`src/rtl/uart_rx_fifo.sv`:
```
// ============================================================================
// Module   : uart_rx_fifo
// Purpose  : Receive buffer between the UART receive frontend and the register
//            block. Each entry holds a received data byte plus its parity and
//            stop-bit error flags. Reads are show-ahead: the head entry is
//            always presented on the outputs.
//            An entry that arrives when the FIFO is full is dropped, and the
//            sticky overrun flag is set.
// Optional : `define UART_RX_FIFO_THRESHOLD_EN adds thresh_i/thresh_o, a
//            registered fill-level request (count >= thresh_i, thresh_i != 0).
// Ports    :
//   clk_i, rst_ni          clock, asynchronous active-low reset
//   flush_i                synchronous clear of pointers, count and overrun
//   valid_i, data_i,       frame from the receive frontend (1-cycle pulse)
//   parity_err_i,
//   frame_err_i
//   pop_i                  consume the head entry (1-cycle pulse)
//   data_o, parity_err_o,  head entry, all zero while empty
//   frame_err_o
//   empty_o, full_o,       registered status derived from the entry count
//   level_o
//   overrun_o              sticky drop flag
//   overrun_clr_i          clears overrun_o; a coincident drop wins
//   thresh_i, thresh_o     only with UART_RX_FIFO_THRESHOLD_EN
// Revision : 1.0  initial release
// ============================================================================
`default_nettype none

module uart_rx_fifo #(
    parameter int DEPTH  = 16,
    parameter int DATA_W = 8
) (
    input  logic                       clk_i,
    input  logic                       rst_ni,
    input  logic                       flush_i,
    input  logic                       valid_i,
    input  logic [DATA_W-1:0]          data_i,
    input  logic                       parity_err_i,
    input  logic                       frame_err_i,
    input  logic                       pop_i,
    input  logic                       overrun_clr_i,
`ifdef UART_RX_FIFO_THRESHOLD_EN
    input  logic [$clog2(DEPTH):0]     thresh_i,
    output logic                       thresh_o,
`endif
    output logic [DATA_W-1:0]          data_o,
    output logic                       parity_err_o,
    output logic                       frame_err_o,
    output logic                       empty_o,
    output logic                       full_o,
    output logic [$clog2(DEPTH):0]     level_o,
    output logic                       overrun_o
);

    localparam int AW = $clog2(DEPTH);
    localparam int CW = AW + 1;
    localparam int EW = DATA_W + 2;

    // Entry layout: {parity_err, frame_err, data}
    logic [EW-1:0] r_mem [DEPTH];
    logic [AW-1:0] r_wptr;
    logic [AW-1:0] r_rptr;
    logic [CW-1:0] r_count;
    logic          r_overrun;

    logic          w_empty;
    logic          w_full;
    logic          w_push;
    logic          w_pop;
    logic          w_drop;
    logic [EW-1:0] w_head;

    assign w_empty = (r_count == '0);
    assign w_full  = (r_count == CW'(DEPTH));

    // A pop on a full FIFO frees the slot the push needs, so a push is only
    // refused when full with no pop. Flush discards any coincident frame.
    assign w_pop  = pop_i && !w_empty && !flush_i;
    assign w_push = valid_i && (!w_full || pop_i) && !flush_i;
    assign w_drop = valid_i && w_full && !pop_i && !flush_i;

    // Storage is not reset; the count gates what is visible.
    always_ff @(posedge clk_i) begin
        if (w_push) begin
            r_mem[r_wptr] <= {parity_err_i, frame_err_i, data_i};
        end
    end

    always_ff @(posedge clk_i or negedge rst_ni) begin
        if (!rst_ni) begin
            r_wptr    <= '0;
            r_rptr    <= '0;
            r_count   <= '0;
            r_overrun <= 1'b0;
        end else if (flush_i) begin
            r_wptr    <= '0;
            r_rptr    <= '0;
            r_count   <= '0;
            r_overrun <= 1'b0;
        end else begin
            if (w_push) begin
                r_wptr <= r_wptr + AW'(1);
            end
            if (w_pop) begin
                r_rptr <= r_rptr + AW'(1);
            end
            case ({w_push, w_pop})
                2'b10:   r_count <= r_count + CW'(1);
                2'b01:   r_count <= r_count - CW'(1);
                default: r_count <= r_count;
            endcase
            // Drop has priority so a clear racing a new overrun never hides it.
            if (w_drop) begin
                r_overrun <= 1'b1;
            end else if (overrun_clr_i) begin
                r_overrun <= 1'b0;
            end
        end
    end

    assign w_head       = r_mem[r_rptr];
    assign data_o       = w_empty ? '0   : w_head[DATA_W-1:0];
    assign frame_err_o  = w_empty ? 1'b0 : w_head[DATA_W];
    assign parity_err_o = w_empty ? 1'b0 : w_head[DATA_W+1];

    assign empty_o   = w_empty;
    assign full_o    = w_full;
    assign level_o   = r_count;
    assign overrun_o = r_overrun;

`ifdef UART_RX_FIFO_THRESHOLD_EN
    logic r_thresh;

    always_ff @(posedge clk_i or negedge rst_ni) begin
        if (!rst_ni) begin
            r_thresh <= 1'b0;
        end else begin
            r_thresh <= (r_count >= thresh_i) && (thresh_i != '0);
        end
    end

    assign thresh_o = r_thresh;
`endif

endmodule

`default_nettype wire

```
`config.mk`:
```
export PLATFORM = sky130hd
export DESIGN_NAME = uart_rx_fifo
export DESIGN_NICKNAME = d
export VERILOG_FILES = /design/src/rtl/uart_rx_fifo.sv
export SDC_FILE = /design/constraint.sdc
export NUM_CORES = 1
export LEC_CHECK = 0
export ABC_AREA = 1
export BUFFER_PORTS_ARGS = -buffer_cell sky130_fd_sc_hd__buf_2
export CORE_ASPECT_RATIO = 1.1
export CORE_UTILIZATION = 67
export CTS_BUF_LIST = sky130_fd_sc_hd__clkbuf_8
export DETAILED_ROUTE_END_ITERATION = 10
export GPL_TIMING_DRIVEN = 0
export HOLD_SLACK_MARGIN = 0.06
export PLACE_DENSITY = 0.86
export SLEW_MARGIN = 5
export SYNTH_ARGS = -nofsm -noshare
export SYNTH_HDL_FRONTEND = slang
export SYNTH_SLANG_ARGS = --single-unit
```
`constraint.sdc`:
```
create_clock -name clk_i -period 3.3 [get_ports clk_i]
set_clock_uncertainty 0.1 [all_clocks]
set_input_delay 0.825 -clock clk_i [delete_from_list [all_inputs] [get_ports clk_i]]
set_output_delay 0.825 -clock clk_i [all_outputs]
set_load 0.02 [all_outputs]
```
==> results of run 1 <==
==> state kept, by name, summed over array words and instances, names as in the netlist <==
signal,cells
r_mem,160
r_wptr,4
level_o,5
r_rptr,4
overrun_o,1
==> cell families after synthesis <==
logic type	Yosys count
xor gates and xnor gates	2
DFF	174
buffers and inverters	59
and+or+nand+nor	204
adders and majority gates	7
AOI/OAI and AO/OA	158
==> worst max path at each step <==
stage	end	slack (ns)	cells after the start
floorplan	data_o[0]	0.87	9
global placement	r_mem[1][0]$_DFFE_PP_	0.40	5
detailed placement	data_o[7]	0.25	9
CTS	data_o[4]	0.006	7
global route	data_o[1]	-0.02	9
finish	parity_err_o	0.006	8
==> worst max-delay path, delay by kind of cell, from the launching register on <==
| family | cells | cell delay (ns) |
|---|---|---|
| and+or+nand+nor | 1 | 0.07 |
| DFF | 1 | 0.41 |
| AOI/OAI and AO/OA | 3 | 0.64 |
| buffers and inverters | 4 | 0.78 |
==> report_power, final <==
group	internal, mW	switching (mW)
clock network	0.558	0.849
registers	2.46	0.0514
logic	0.673	1.50
total	3.69	2.40
==> repair_timing <==
action	in CTS	in global routing
gates cloned	0	0
resized for setup	15	31
pin swaps	1	3
setup endpoints to repair	10	9
==> layer usage <==
layer  share of wire  vias up
li1                -     2275
met4           0.070        0
met1            0.34     2439
met5               0        -
met3            0.11      100
met2            0.48      404
==> cell type report <==
type / instances / area [sq um]
Buffer: 33 / 186
Sequential cell: 174 / 5160
Clock inverter: 15 / 139
Multi-Input combinational cell: 371 / 1870
Clock buffer: 17 / 234
Tap cell: 143 / 179
Timing Repair Buffer: 33 / 178
Fill cell: 669 / 2400
Inverter: 26 / 105
==> stage by stage <==
step / setup slack, ns / total power, mW
detailed placement: 0.246 / 4.48
CTS: 0.00564 / 5.89
global placement: 0.402 / 4.38
floorplan: 0.874 / 3.81
finish: 0.00558 / 6.09
global route: -0.0199 / 6.30
==> cell usage after synthesis, drive strengths merged (3+ instances only) <==
| master | n |
|---|---|
| nor2 | 106 |
| o21ai | 89 |
| nand4 | 3 |
| ha | 7 |
| inv | 25 |
| clkbuf | 19 |
| edfxtp | 160 |
| nand3 | 23 |
| o22ai | 41 |
| nand2 | 71 |
| a21oi | 26 |
| buf | 14 |
| dfrtp | 14 |
==> impl_metrics.yaml, run 1 <==
cts:
  clk_pin_slew_ns: 0.09
  insertion_delay_ns: 0.47
  hold_buffers: 0
  clockRootBuffer: "clkbuf_8"
  clkSinkCount: 174
  post_cts_buffers: 0
  cts_buffer_depth: 2
  htreeDepth: 4
  cts_tree: "yes"
  numCtsBuffers: 17
die:
  fp.dieH_microns: 111
  io_pins: 34
  start_util: 0.692
  std_cell_rows: 39
  dieArea_sq_um: 11200
  coreArea_sq_um: 10400
  die_w_microns: 101
placed_design:
  dp.cells: 780
  placed_area_sq_um: 7570
  port-buffer-count: 33
  place_hpwl_microns: 11200
  gp_congestion: 0.996
logic_synthesis:
  synth_edf_count: 160
  ys_types: 31
  synth_top_cell_area_share: 0.665
  seq_area_frac_synth: 0.713
  synthTopCellsByArea: "edfxtp_1 66%, o21ai_0 5.8%, nor2_1 5.2%"
  synth_simple_gate_area_share: 0.119
  synthAdderAreaFrac: 0.0121
  postSynthCellCount: 604
  ys_warn_count: 0
  synth_top_family_by_area: "compound AO/OA/AOI/OAI gates"
  synth_flop_cell: "edfxtp_1"
  synth_area_leader_cell: "edfxtp_1"
  synth_area_sq_um: 7230
  synth-xor-area-share: 0.00242
  synth_compound_area_frac: 0.120
  syn_nets: 627
  synth-seq-cells: 174
  muxShareOfSynthArea: 0
  async_flop_share: 0.0805
  avgSynthCellArea_sq_um: 12.0
finish:
  areaGrowthSynthToFinish_pct: 11.3
  final_layout_size_suffix_gt1_frac: 0.184
  mostFrequentLayoutCells: "160 x edfxtp_1, 101 x nor2_1, 84 x o21ai_0"
  final_common_cell: "edfxtp_1"
  layout.nets: 679
  utilization: 0.770
  design_area_sq_um: 8050
  diodes: 0
  finalNonFillerCells: 812
pwr:
  ir_worst_vdd_v: 0.000424
  leakage_nw: 2.88
  power.density_nw_per_um2: 757
detailed_routing:
  wl_per_cell_microns: 21.9
  routed-via-count: 5218
  drc: 0
  wl_microns: 17800
  ant_nets: 0
  drtIter0Drc: 708
  drtPass1Iterations: 6
  via_per_inst: 6.43
worst_setup_path:
  cp_slowest_stage_delay_ns: 0.41
  crit_start: "r_rptr[0]$_DFFE_PN0P_"
  critical_path_class: "register to primary output"
  worstSetupEndpointType: "primary output"
  slowest_stage: "dfrtp_1"
  cp_max_fo: 10
  reg2reg_to: "r_mem[0][1]$_DFFE_PP_"
  start_kind: "register"
  arrival_ns: 2.37
  r2r.worst_path.cells: 8
  critical_path.cell_chain: "buf_4, inv_6, buf_2, nor2_1, o22ai_1, a21oi_1, a21oi_1, buf_2"
  crit_required_ns: 2.37
  r2r_start: "level_o[0]$_DFFE_PN0P_"
  r2r_setup_slack_ns: 0.84
sta:
  relSlewSlack: 0.336
  slew_viol_final: 0
  period_minus_slack_ns: 3.29
  hold_viol_final: 0
  fmax_mhz: 304
  tightest_slew_ns: 0.992
  final.setup.tns_ns: 0
  setup_viol: 0
  period_share: 0.998
  hold_slack_ns: 0.134
grt:
  grt_pass1_wl_microns: 26400
  grt.total_usage: 0.331
  antenna_found_initial: 0
  grt_busiest_layer: "met2"
  overflow: 0
  grtUsageMet1: 0.410
  met3_usage: 0.0858
  grt_max_degree: 19
  grt_pass1_vias: 5093
  gr-usage-met2: 0.520
min_path:
  min_path_type: "primary input to asynchronous set/reset pin"
job:
  max_cap_violations: 0
outcome:
  status: "complete, no violations"
Power figures use the tool's default switching activity.
==> run 2: changes to the inputs <==
--- a/config.mk
+++ b/config.mk
@@ -8,6 +8,7 @@
 export ABC_AREA = 1
 export BUFFER_PORTS_ARGS = -buffer_cell sky130_fd_sc_hd__buf_2
 export CORE_ASPECT_RATIO = 1.1
+export CORE_MARGIN = 5
 export CORE_UTILIZATION = 67
 export CTS_BUF_LIST = sky130_fd_sc_hd__clkbuf_8
 export DETAILED_ROUTE_END_ITERATION = 10
==> run 2 against run 1 <==
Effect of this change: count of clock-buffer cells in the layout did not move; sequential share of layout area fell by 0.33 points; final cell count did not move; critical path type unchanged; largest cell class unchanged.
==> impl_metrics.yaml, run 2 (synthesis gave the netlist of run 1 again) <==
worst_setup_path:
  critical_path_class: "register to primary output"
  cp_top_family: "buffers and inverters"
  worstSetupEndpointType: "primary output"
  r2r_start: "level_o[0]$_DFFE_PN0P_"
  slowest_stage: "dfrtp_1"
  start_kind: "register"
  path_buf_inv: 4
  cp_max_fo: 10
  r2r_setup_slack_ns: 0.86
  crit_start: "r_rptr[0]$_DFFE_PN0P_"
  critical_path.cell_chain: "clkbuf_4, inv_6, buf_6, nor2_1, o22ai_1, nand2_1, nand3_1, nand2_1, a21oi_1, buf_2"
  reg2reg_to: "r_mem[14][3]$_DFFE_PP_"
  crit_required_ns: 2.37
  cp_slowest_stage_delay_ns: 0.41
  path_common_cell: "nand2_1"
  r2r.worst_path.cells: 8
  arrival_ns: 2.35
die:
  fp.dieH_microns: 119
  io_pins: 34
  coreArea_sq_um: 10500
  dieArea_sq_um: 13000
  start_util: 0.689
  die_w_microns: 109
  std_cell_rows: 39
cts:
  htreeDepth: 4
  post_cts_buffers: 0
  clockRootBuffer: "clkbuf_8"
  insertion_delay_ns: 0.46
  clk_pin_slew_ns: 0.09
  numCtsBuffers: 17
  clkSinkCount: 174
  cts_buffer_depth: 2
  cts_tree: "yes"
placed_design:
  placed_area_sq_um: 7570
  place_hpwl_microns: 10900
  gp_congestion: 1.10
  port-buffer-count: 33
detailed_routing:
  via_per_inst: 6.28
  drtIter0Drc: 579
  wl_microns: 17100
  wl_per_cell_microns: 21.0
  routed-via-count: 5099
  ant_nets: 0
  drtPass1Iterations: 6
  drc: 0
sta:
  tightest_slew_ns: 0.966
  fmax_mhz: 306
  period_share: 0.991
  hold_viol_final: 0
  relSlewSlack: 0.353
  slew_viol_final: 0
  setup_viol: 0
  period_minus_slack_ns: 3.27
pwr:
  power.density_nw_per_um2: 762
  leakage_nw: 2.88
  ir_worst_vdd_v: 0.000660
outcome:
  status: "complete, no violations"
grt:
  antenna_found_initial: 0
  grt_pass1_wl_microns: 26100
  grt_max_degree: 18
  grt.total_usage: 0.273
  gr-usage-met2: 0.446
  grt_busiest_layer: "met2"
  overflow: 0
  met3_usage: 0.0655
  grt_pass1_vias: 4988
  grtUsageMet1: 0.356
finish:
  largest_reg_flops: 160
  top_register: "r_mem"
  design_area_sq_um: 8090
  areaGrowthSynthToFinish_pct: 11.9
  final_common_cell: "edfxtp_1"
  layout.nets: 679
  utilization: 0.771
  diodes: 0
  mostFrequentLayoutCells: "160 x edfxtp_1, 101 x nor2_1, 84 x o21ai_0"
  final_layout_size_suffix_gt1_frac: 0.185
job:
  max_cap_violations: 0
min_path:
  min_path_type: "primary input to asynchronous set/reset pin"
-- run 2: worst register-to-register path: stages, from the launching register on --
cell	delay [ns]
dfrtp_1	0.47
nor2_2	0.08
nand2_2	0.09
nor2_4	0.04
nand2_2	0.06
nand2_2	0.08
inv_1	0.17
nand2_1	0.20
nor2_1	0.78
-- run 2: cell type report --
class,count,area (sq um)
well taps,143,179
flip-flops and latches,174,5160
plain buffers,33,191
multi-input cells,371,1870
fillers,592,2400
repair buffers,33,175
clock buffers,17,234
inverters,26,105
clock inverters,15,174
-- run 2: power breakdown --
part,internal (mW),switching (mW)
combinational,0.677,1.47
sequential,2.46,0.0508
clock,0.696,0.814
-- run 2: worst max path at each step --
| stage | end | cells after the start |
|---|---|---|
| 4_1_cts | frame_err_o | 7 |
| 3_3_place_gp | r_mem[2][1]$_DFFE_PP_ | 5 |
| 5_1_grt | parity_err_o | 10 |
| 2_1_floorplan | data_o[0] | 9 |
| 3_5_place_dp | data_o[4] | 9 |
| 6_report | data_o[5] | 10 |
-- run 2: what timing repair did --
action | in CTS | in global routing
resized for setup | 15 | 32
gates cloned | 0 | 0
hold buffers | 0 | 0
pin swaps | 0 | 4
endpoints found under the setup margin | 10 | 10
-- run 2: per-layer routing --
| metal | up-vias | part of all wire |
|---|---|---|
| met5 | - | 0 |
| met4 | 0 | 0.032 |
| met3 | 47 | 0.098 |
| met2 | 348 | 0.50 |
| met1 | 2430 | 0.37 |
| li1 | 2274 | - |
-- run 2: per-stage QoR --
stage	hold WS, ns	std cells	setup TNS, ns	worst slack, ns	power [mW]
floorplan	0.417	604	0	0.874	3.81
global placement	0.406	780	0	0.387	4.39
detailed placement	0.440	780	0	0.335	4.46
CTS	0.139	812	0	0.00239	5.96
global route	0.144	812	-0.0991	-0.0350	6.43
finish	0.147	812	0	0.0283	6.16
==> run 3: changes to the inputs <==
--- a/config.mk
+++ b/config.mk
@@ -9,12 +9,11 @@
 export BUFFER_PORTS_ARGS = -buffer_cell sky130_fd_sc_hd__buf_2
 export CORE_ASPECT_RATIO = 1.1
 export CORE_MARGIN = 5
-export CORE_UTILIZATION = 67
-export CTS_BUF_LIST = sky130_fd_sc_hd__clkbuf_8
+export CORE_UTILIZATION = 65
 export DETAILED_ROUTE_END_ITERATION = 10
 export GPL_TIMING_DRIVEN = 0
 export HOLD_SLACK_MARGIN = 0.06
-export PLACE_DENSITY = 0.86
+export PLACE_DENSITY = 0.84
 export SLEW_MARGIN = 5
 export SYNTH_ARGS = -nofsm -noshare
 export SYNTH_HDL_FRONTEND = slang
==> run 3 against run 2 <==
Effect of this change: maximum frequency decreased by 0.70%; utilization fell by 1.5 points; power is 7.1% higher; routed wire length rose by 4.7%; clock power up 31%; global-route usage about the same; highest routed layer unchanged; register-to-register slack worse by 0.03 ns; critical path depth did not move.
==> impl_metrics.yaml, run 3 (synthesis gave the netlist of run 1 again) <==
placed_design:
  gp_congestion: 1.11
  place_hpwl_microns: 11000
  placed_area_sq_um: 7580
  port-buffer-count: 33
grt:
  grt_pass1_vias: 5076
  antenna_found_initial: 0
  grt_pass1_wl_microns: 27300
  overflow: 0
  grt.total_usage: 0.272
  grt_max_degree: 17
die:
  start_util: 0.662
  coreArea_sq_um: 10900
  io_pins: 34
  die_w_microns: 111
  fp.dieH_microns: 121
  std_cell_rows: 40
  dieArea_sq_um: 13300
sta:
  period_minus_slack_ns: 3.29
  hold_slack_ns: 0.181
  hold_viol_final: 0
  slew_viol_final: 0
  period_share: 0.998
  fmax_mhz: 304
  tightest_slew_ns: 1.02
  setup_viol: 0
  relSlewSlack: 0.318
finish:
  layout.nets: 679
  top_register: "r_mem"
  design_area_sq_um: 8240
  areaGrowthSynthToFinish_pct: 14.0
  mostFrequentLayoutCells: "160 x edfxtp_1, 101 x nor2_1, 84 x o21ai_0"
  final_layout_size_suffix_gt1_frac: 0.181
  largest_reg_flops: 160
  final_common_cell: "edfxtp_1"
  diodes: 0
pwr:
  p_int_mw: 4.23
  swShare: 0.359
  combPwrFrac: 0.319
  ir_worst_vdd_v: 0.000525
  power.density_nw_per_um2: 801
  seq_power_share: 0.381
  p_sw_mw: 2.37
  pwr-share-clk: 0.300
  leakage_nw: 2.96
worst_setup_path:
  r2r_start: "level_o[0]$_DFFE_PN0P_"
  start_kind: "register"
  arrival_ns: 2.37
  cp_max_fo: 10
  critical_path_class: "register to primary output"
  worstSetupEndpointType: "primary output"
  crit_start: "r_rptr[0]$_DFFE_PN0P_"
  r2r.worst_path.cells: 8
  crit_required_ns: 2.37
detailed_routing:
  wl_microns: 17900
  routed-via-count: 5257
  drtIter0Drc: 800
  via_per_inst: 6.44
  wl_per_cell_microns: 21.9
  drtPass1Iterations: 10
  drc: 0
  ant_nets: 0
cts:
  cts_tree: "yes"
  clockRootBuffer: "clkbuf_16"
  cts_buffer_depth: 2
  insertion_delay_ns: 0.43
  clkSinkCount: 174
  clk_pin_slew_ns: 0.06
  numCtsBuffers: 17
  htreeDepth: 4
min_path:
  min_path_type: "primary input to asynchronous set/reset pin"
job:
  max_cap_violations: 0
outcome:
  status: "complete, no violations"
run 3: changes by cell type in the layout (fill, tap and decap cells not counted), moves of 3 or more:
cell / change
clkbuf_16: +17
clkbuf_8: -17
clkbuf_2: +3
buf_4: -4
run 3: layout make-up:
class,instances,area [sq um]
Clock buffer,17,425
Clock inverter,15,161
Multi-Input combinational cell,371,1860
Sequential cell,174,5150
Buffer,33,181
Fill cell,657,2670
Tap cell,147,184
Inverter,26,105
Timing Repair Buffer,33,173
run 3: power groups by stage:
stage / sequential, mW / combinational, mW / clock, mW
after floorplan: 2.57 / 1.24 / 0
after global placement: 2.55 / 1.82 / 0
after detailed placement: 2.56 / 1.88 / 0
after CTS: 2.51 / 1.94 / 1.98
after global routing: 2.52 / 2.24 / 2.09
final: 2.51 / 2.11 / 1.98
run 3: path summary, 6_finish.rpt:
path                                         endpoint  slack (ns)
min in group clk_i              overrun_o$_DFFE_PN0P_        0.44
worst min-delay path            overrun_o$_DFFE_PN0P_        0.18
max in group asynchronous       r_wptr[0]$_DFFE_PN0P_        2.68
worst min register to register  overrun_o$_DFFE_PN0P_        0.44
worst max-delay path                        data_o[7]       0.005
worst max register to register  r_mem[4][2]$_DFFE_PP_        0.83
run 3: metal layers:
layer | GRT usage | vias up | part of all wire
met4 | 0.104 | 0 | 0.042
met1 | 0.353 | 2462 | 0.35
met3 | 0.0541 | 79 | 0.11
li1 | - | 2279 | -
met5 | 0 | - | 0
met2 | 0.459 | 437 | 0.50
run 3: worst max-delay path, stage by stage (launching register included):
cell and delay (ns):
dfrtp_1 0.39, clkbuf_4 0.21, inv_6 0.13, clkbuf_4 0.21, o21ai_0 0.10, o22ai_1 0.18, nand2_1 0.10, nand3_1 0.16
nand2_1 0.09, a21oi_2 0.18, buf_4 0.17
run 3: what timing repair did:
action	CTS	global route
pin swaps	0	2
setup buffers	0	0
resized for setup	11	27
hold buffers	0	0
endpoints found under the setup margin	9	10
run 3: stage by stage:
stage | util | setup TNS (ns) | setup WS, ns | total power, mW | std cells
6_report | 0.755 | 0 | 0.00518 | 6.60 | 816
4_1_cts | 0.750 | -0.00699 | -0.00699 | 6.43 | 816
2_1_floorplan | - | 0 | 0.874 | 3.81 | 604
3_3_place_gp | 0.694 | 0 | 0.402 | 4.37 | 784
3_5_place_dp | 0.694 | 0 | 0.319 | 4.44 | 784
5_1_grt | 0.755 | -0.0917 | -0.0426 | 6.84 | 816
